<file path="src/rtl/twos_compl_addsub.sv">
// twos_compl_addsub: 16-bit two's-complement adder/subtractor, registered outputs.
//
// The arithmetic core is a ripple chain of full adders. For subtraction y is
// inverted bitwise and subc doubles as the carry-in, so x - y = x + ~y + 1.
// All outputs are registered, with a latency of exactly one cycle, no enable
// and no handshake.
//
// Ports:
//   clk       in   1   rising-edge clock
//   rst_n     in   1   asynchronous active-low reset; clears every output
//   x, y      in   16  signed operands
//   subc      in   1   0 = x + y, 1 = x - y (also the chain carry-in)
//   s         out  16  registered sum/difference (wraps modulo 2^16)
//   carry     out  1   registered carry out of bit 15 (subtract: 1 = no borrow)
//   overflow  out  1   registered signed-overflow flag
//   zero      out  1   registered s == 0   (TWOSCOMPL_FLAGS_EN only)
//   negative  out  1   registered s[15]    (TWOSCOMPL_FLAGS_EN only)
//
// Configuration macro: TWOSCOMPL_FLAGS_EN adds the zero and negative ports.

module twos_compl_addsub (
  input  logic        clk,
  input  logic        rst_n,
  input  logic [15:0] x,
  input  logic [15:0] y,
  input  logic        subc,
  output logic [15:0] s,
  output logic        carry,
  output logic        overflow
`ifdef TWOSCOMPL_FLAGS_EN
  ,
  output logic        zero,
  output logic        negative
`endif
);

  logic [15:0] yb;
  logic [15:0] r;
  logic [16:0] c;

  logic [15:0] s_q;
  logic        carry_q;
  logic        overflow_q;

  // Ripple-carry chain; c[i] is the carry into bit i.
  always_comb begin
    yb   = y ^ {16{subc}};
    c    = '0;
    r    = '0;
    c[0] = subc;
    for (int i = 0; i < 16; i++) begin
      r[i]     = x[i] ^ yb[i] ^ c[i];
      c[i+1]   = (x[i] & yb[i]) | (c[i] & (x[i] ^ yb[i]));
    end
  end

  always_ff @(posedge clk or negedge rst_n) begin
    if (!rst_n) begin
      s_q        <= '0;
      carry_q    <= 1'b0;
      overflow_q <= 1'b0;
    end else begin
      s_q        <= r;
      carry_q    <= c[16];
      // Carries into and out of the sign bit disagree only on signed overflow.
      overflow_q <= c[16] ^ c[15];
    end
  end

  assign s        = s_q;
  assign carry    = carry_q;
  assign overflow = overflow_q;

`ifdef TWOSCOMPL_FLAGS_EN
  logic zero_q;
  logic negative_q;

  always_ff @(posedge clk or negedge rst_n) begin
    if (!rst_n) begin
      zero_q     <= 1'b0;
      negative_q <= 1'b0;
    end else begin
      zero_q     <= (r == 16'h0000);
      negative_q <= r[15];
    end
  end

  assign zero     = zero_q;
  assign negative = negative_q;
`endif

endmodule

</file>
<file path="config.mk">
export PLATFORM = sky130hd
export DESIGN_NAME = twos_compl_addsub
export DESIGN_NICKNAME = d
export VERILOG_FILES = /design/src/rtl/twos_compl_addsub.sv
export SDC_FILE = /design/constraint.sdc
export NUM_CORES = 1
export LEC_CHECK = 0
export CAP_MARGIN = 20
export CORE_MARGIN = 3
export CORE_UTILIZATION = 39
export DETAILED_ROUTE_END_ITERATION = 8
export PLACE_DENSITY = 0.87
export SLEW_MARGIN = 25
export SYNTH_ARGS = -nofsm -noshare
export SYNTH_HDL_FRONTEND = slang
export SYNTH_SLANG_ARGS = --single-unit
</file>
<file path="constraint.sdc">
create_clock -name clk -period 0.8 [get_ports clk]
set_clock_uncertainty 0.2 [all_clocks]
set_input_delay 0.16 -clock clk [delete_from_list [all_inputs] [get_ports clk]]
set_output_delay 0.16 -clock clk [all_outputs]
set_load 0.02 [all_outputs]
</file>
* Yosys cells after proc, flatten, opt, wreduce, memory -nomap -nowiden *
Cells that the tools add are included.

storage, ports and cells
  input bits = 35
  output and inout bits = 18
  flip-flop bits (word level) = 18
  logic and storage cells = 85

cells by class
  bitwise logic cells = 82

operators with widths
  operator           count
  XOR 1 bit          33
  bitwise AND 1 bit  32
  OR 1 bit           16
  XOR 16 bit         1

* Logic depth before layout (Yosys ltp) *
  word-level depth = 35
  gate-level depth with buffers = 22
  mapped depth without buffers = 20

* Least setup slack after synthesis *
Ideal clock, no wire load.

  path type = input port to flip-flop
  start point = input port subc
  end point = register s_q[15], in the netlist s[15]
  library setup time = 0.136 ns
  path buffers = 2
  setup slack = -5.654 ns
  data required time = 0.464 ns
  arrival = 6.118 ns
  stages = 21
  cell sequence = buf_6 > buf_12 > mux2i_1 > fa_1 > fa_1 > fa_1 > fa_1 > fa_1 > fa_1 > fa_1 > fa_1 > fa_1 > fa_1 > fa_1 > fa_1 > inv_1 > fa_1 > inv_1 > fa_1 > inv_1 > fa_1

between the ends
  cells in the longest elaborated chain, start to end = 33
  elaborated cells on any way between the ends = 63
  classes of those cells = bitwise (63)

RTL lines
  what                  line  RTL
  start, declared       26    input logic subc,
  XOR 16 bit            47    yb = y ^ {16{subc}};
  XOR 1 bit             53    c[i+1] = (x[i] & yb[i]) | (c[i] & (x[i] ^ yb[i]));
  bitwise AND 1 bit     53
  OR 1 bit              53
  bitwise AND 1 bit     53
  OR 1 bit              53
  bitwise AND 1 bit     53
  OR 1 bit              53
  [... 18 more ...]     -
  bitwise AND 1 bit     53
  OR 1 bit              53
  bitwise AND 1 bit     53
  OR 1 bit              53
  bitwise AND 1 bit     53
  OR 1 bit              53
  XOR 1 bit *           52    r[i] = x[i] ^ yb[i] ^ c[i];
  via r[15]             38    logic [15:0] r;
  end signal, assigned  63    s_q <= r;
  end, declared         41    logic [15:0] s_q;

The timed path passes the listed nets; every way through them passes the cells marked *.

* Final worst setup path *
  start point = input port y[1]
  end point = register s_q[15], in the netlist s[15]

between the ends
  cells in the longest elaborated chain, start to end = 31
  elaborated cells on any way between the ends = 32
  classes of those cells = bitwise (32)

RTL lines
  what                 line  RTL
  start, declared      25    input logic [15:0] y,
  XOR 16 bit *         47
  XOR 1 bit            53
  bitwise AND 1 bit    53
  OR 1 bit *           53
  bitwise AND 1 bit *  53
  OR 1 bit *           53
  bitwise AND 1 bit *  53
  OR 1 bit *           53
  [... 16 more ...]    -
  bitwise AND 1 bit *  53
  OR 1 bit *           53
  bitwise AND 1 bit *  53
  OR 1 bit *           53
  bitwise AND 1 bit *  53
  OR 1 bit *           53
  XOR 1 bit *          52
  via r[15]            38

Marked as above.

==> impl_results.md <==
* Fraction of post-synthesis cell area in the top cell type by area at between 40 and 50%
* Overflow after GRT at 0
* Run status: complete, but fails checks
* Vias at 745
* CP Cell Sequence: buf_8 -> xnor2_4 -> fa_2 -> fa_2 -> fa_2 -> fa_2 -> fa_2 -> fa_2 -> fa_2 -> fa_2 -> fa_2 -> fa_2 -> fa_2 -> fa_2 -> inv_2 -> fa_2 -> inv_2 -> fa_2 -> inv_2 -> fa_2
* H-tree levels at 1
* Post-route minimum period at between 5 and 6 ns
* Peak VDD IR at around 1200 uV
* Floorplan Core Area at 2520 sq um
* Hold violation total from the final report at 4
* Async set or reset register ratio after synthesis at between 90% and 100%
* Transition time at the pin with the least slew margin at approximately 0.22 ns
* Final max-slew violation count at 0
* Worst-case setup margin in the final layout at -4.92 ns
* Die ar. at between 3000 and 4000 sq um
* Most area-consuming cells after synthesis: sky130_fd_sc_hd__dfrtp_1, sky130_fd_sc_hd__fa_1, sky130_fd_sc_hd__xnor2_1
* Class of the tightest hold or removal check: in -> reg
* Post-detailed-route wirelength per cell at approximately 13 um
* Mapped Avg Cell Area at roughly 13 sq um
* Chip width at between 50 and 60 um
* Nature of the critical path endpoint: flop
* Cell types with the highest counts after synthesis: sky130_fd_sc_hd__inv_1, sky130_fd_sc_hd__dfrtp_1, sky130_fd_sc_hd__fa_1
* Most frequent cell on the critical path: sky130_fd_sc_hd__fa_2
* Detail-routed via count per cell at between 4 and 5
* Hold_sp: y[0]
* Maximum clock rate at about 170 MHz
* Maximum fanout encountered on the critical timing path at 2
* Final setup violating endpoints at 35
* Clock tree from TritonCTS: yes
* Peak per-stage delay on the critical path at 0.42 ns
* Num CTS Buffers at 3
* Total global-route track usage at between 10% and 20%
* Initial antenna violation count at 0
* Pwr dens at about 2000 nW/um^2
* Wire length of the first global-routing pass at 3680 um
* Number of global-route vias before repair at 870
* Gp weighted congestion at ~0.69
* Synth-to-Final Area Change at 70.2%
* Required arrival time at the worst endpoint at around 0.8 ns
* 1st-pass router iterations at 3
* Clock sink total at 18
* Endpoint, Worst Hold: s[0]
* Clock-pin transition on the worst setup and hold timing paths at approximately 0.11 ns
* Total leakage power at around 0.8 nW
* Synthesized net count at between 100 and 150
* Die span in y at slightly below 60 um
* DRC at 0
* Register bit count reported by yosys at 18
* Post-synth design cell area at about 1000 sq um
* Crit start category: primary input
* Count of distinct cell types in the synthesized netlist at 8
* Classification of the worst setup path: in -> reg
* Nets at just under 200
* Final hold slack at -0.0718 ns
* Clock tree buffer depth at 2
* Number of max-capacitance violations reported at 0
* First-iteration detailed-routing DRC count at 1
* Violations in the final reports: hold timing, setup timing
* Post-layout util at a little over two thirds
* Setup tns final at -54.98 ns
* Critical path's top delay family: adder cells
* Number of buffer and inverter stages on the critical path at 4
* Gate count after technology mapping at 82
* Number of I/O port buffers at 52
* Final-layout fill cell count at a little under 200
* Primary flip-flop cell chosen by synthesis mapping: sky130_fd_sc_hd__dfrtp_1
* Highest-delay cell along the critical path: sky130_fd_sc_hd__fa_2
* Area leader, netlist: sky130_fd_sc_hd__dfrtp_1
* Layout cells sized above 1 at about 48%
* Setup repair after global routing missed its margin: true
* Final wirelength at 2220 um
* Initial Utilization at between 40% and 50%
* Final worst path period share at 715%
* Total of warnings raised by yosys at 0
* Post-Place Worst Slack at -5.71 ns
* Cell depth of the worst hold path at 3
* Maximum number of pins on one net before global-route repair at 19
* Data arrival time at the worst-slack endpoint at between 5 and 6 ns
* Number of enable flip-flop cells after synthesis at 0
* Number of primary I/O pins at 53
* Antenna Nets Post-Route at 0
* HPWL after detailed placement at a little under 2000 um
* Number of cells after detailed placement at roughly 170
* Share of synthesized area occupied by flip-flops and latches at between 40% and 50%
* Cell with the most instances after synthesis: sky130_fd_sc_hd__inv_1
* Final instance count without filler cells at roughly 170
* Worst slew margin at between 80% and 90%
* Number of diodes at 0
* Std-Cell Rows at 18
* CTS root buffer: sky130_fd_sc_hd__clkbuf_4
[cell families (layout without fill, tap and decap cells)]
family | after synthesis | in the layout | synth area share, %
mux | 1 | 1 | 0.954
buf+inv | 31 | 92 | 13.3
flops | 18 | 18 | 42.9
fa+ha+maj | 15 | 15 | 28.6
xor+xnor | 17 | 17 | 14.2
[per-layer routing]
layer  wire (um)  vias to the layer above  GRT usage [%]
li1            -                      339              -
met1         646                      372           14.3
met2        1340                       34           29.2
met3         232                        0           4.90
met4           0                        0           4.97
met5           0                        -              0
[worst max-delay path by stage]
| stage | start | end | slack (ns) | depth (start not counted) |
|---|---|---|---|---|
| after global placement | subc | s[15] | -5.59 | 20 |
| after CTS | subc | s[15] | -4.94 | 20 |
| final | y[1] | s[15] | -4.92 | 20 |
| after global routing | y[1] | s[15] | -5.03 | 20 |
| after floorplan | subc | s[15] | -5.12 | 21 |
| after detailed placement | subc | s[15] | -5.71 | 20 |
[power by group]
group | internal (mW) | total (mW) | switching, mW | leakage (nW)
Sequential | 1.16 | 1.27 | 0.114 | 0.210
Clock | 0.277 | 0.558 | 0.281 | 0.0210
Combinational | 0.960 | 1.78 | 0.821 | 0.593
[flip-flops by register name (all words and copies together), names as in the netlist]
register,cells
overflow,1
carry,1
s,16
[metrics by stage]
stage | instance area [sq um] | power [mW]
6_report | 1790 | 3.61
5_1_grt | 1790 | 3.85
4_1_cts | 1770 | 3.60
3_5_place_dp | 1670 | 2.89
3_3_place_gp | 1670 | 2.79
2_1_floorplan | 1090 | 2.03
[cell usage in the layout, fill, tap and decap left out]
cell type,instances
sky130_fd_sc_hd__xor2_1,3
sky130_fd_sc_hd__clkbuf_4,3
sky130_fd_sc_hd__dfrtp_1,18
sky130_fd_sc_hd__xnor2_4,1
sky130_fd_sc_hd__inv_2,15
sky130_fd_sc_hd__buf_12,2
sky130_fd_sc_hd__clkdlybuf4s15_2,1
sky130_fd_sc_hd__buf_4,6
sky130_fd_sc_hd__buf_2,1
sky130_fd_sc_hd__clkdlybuf4s50_1,28
sky130_fd_sc_hd__mux2i_2,1
sky130_fd_sc_hd__xnor2_1,11
sky130_fd_sc_hd__fa_2,15
sky130_fd_sc_hd__buf_8,1
sky130_fd_sc_hd__xnor2_2,2
sky130_fd_sc_hd__inv_1,14
sky130_fd_sc_hd__buf_6,19
sky130_fd_sc_hd__dlygate4sd2_1,1
sky130_fd_sc_hd__clkbuf_8,1
[area by class of cell]
cell class | instances | area [sq um] | share of cell area [%]
Clock buffer | 4 | 36.3 | 2.03
Inverter | 29 | 109 | 6.09
Multi-Input combinational cell | 33 | 534 | 29.9
Sequential cell | 18 | 450 | 25.2
Tap cell | 30 | 37.5 | 2.10
Timing Repair Buffer | 59 | 619 | 34.7
[repair_timing]
| item | CTS | global route |
|---|---|---|
| resized for setup | 141 | 14 |
| pin swaps | 1 | 2 |
| endpoints found under the setup margin | 36 | 35 |
| setup buffers | 1 | 0 |
| hold endpoints to repair | 15 | 2 |
Power figures use the tool's default switching activity.
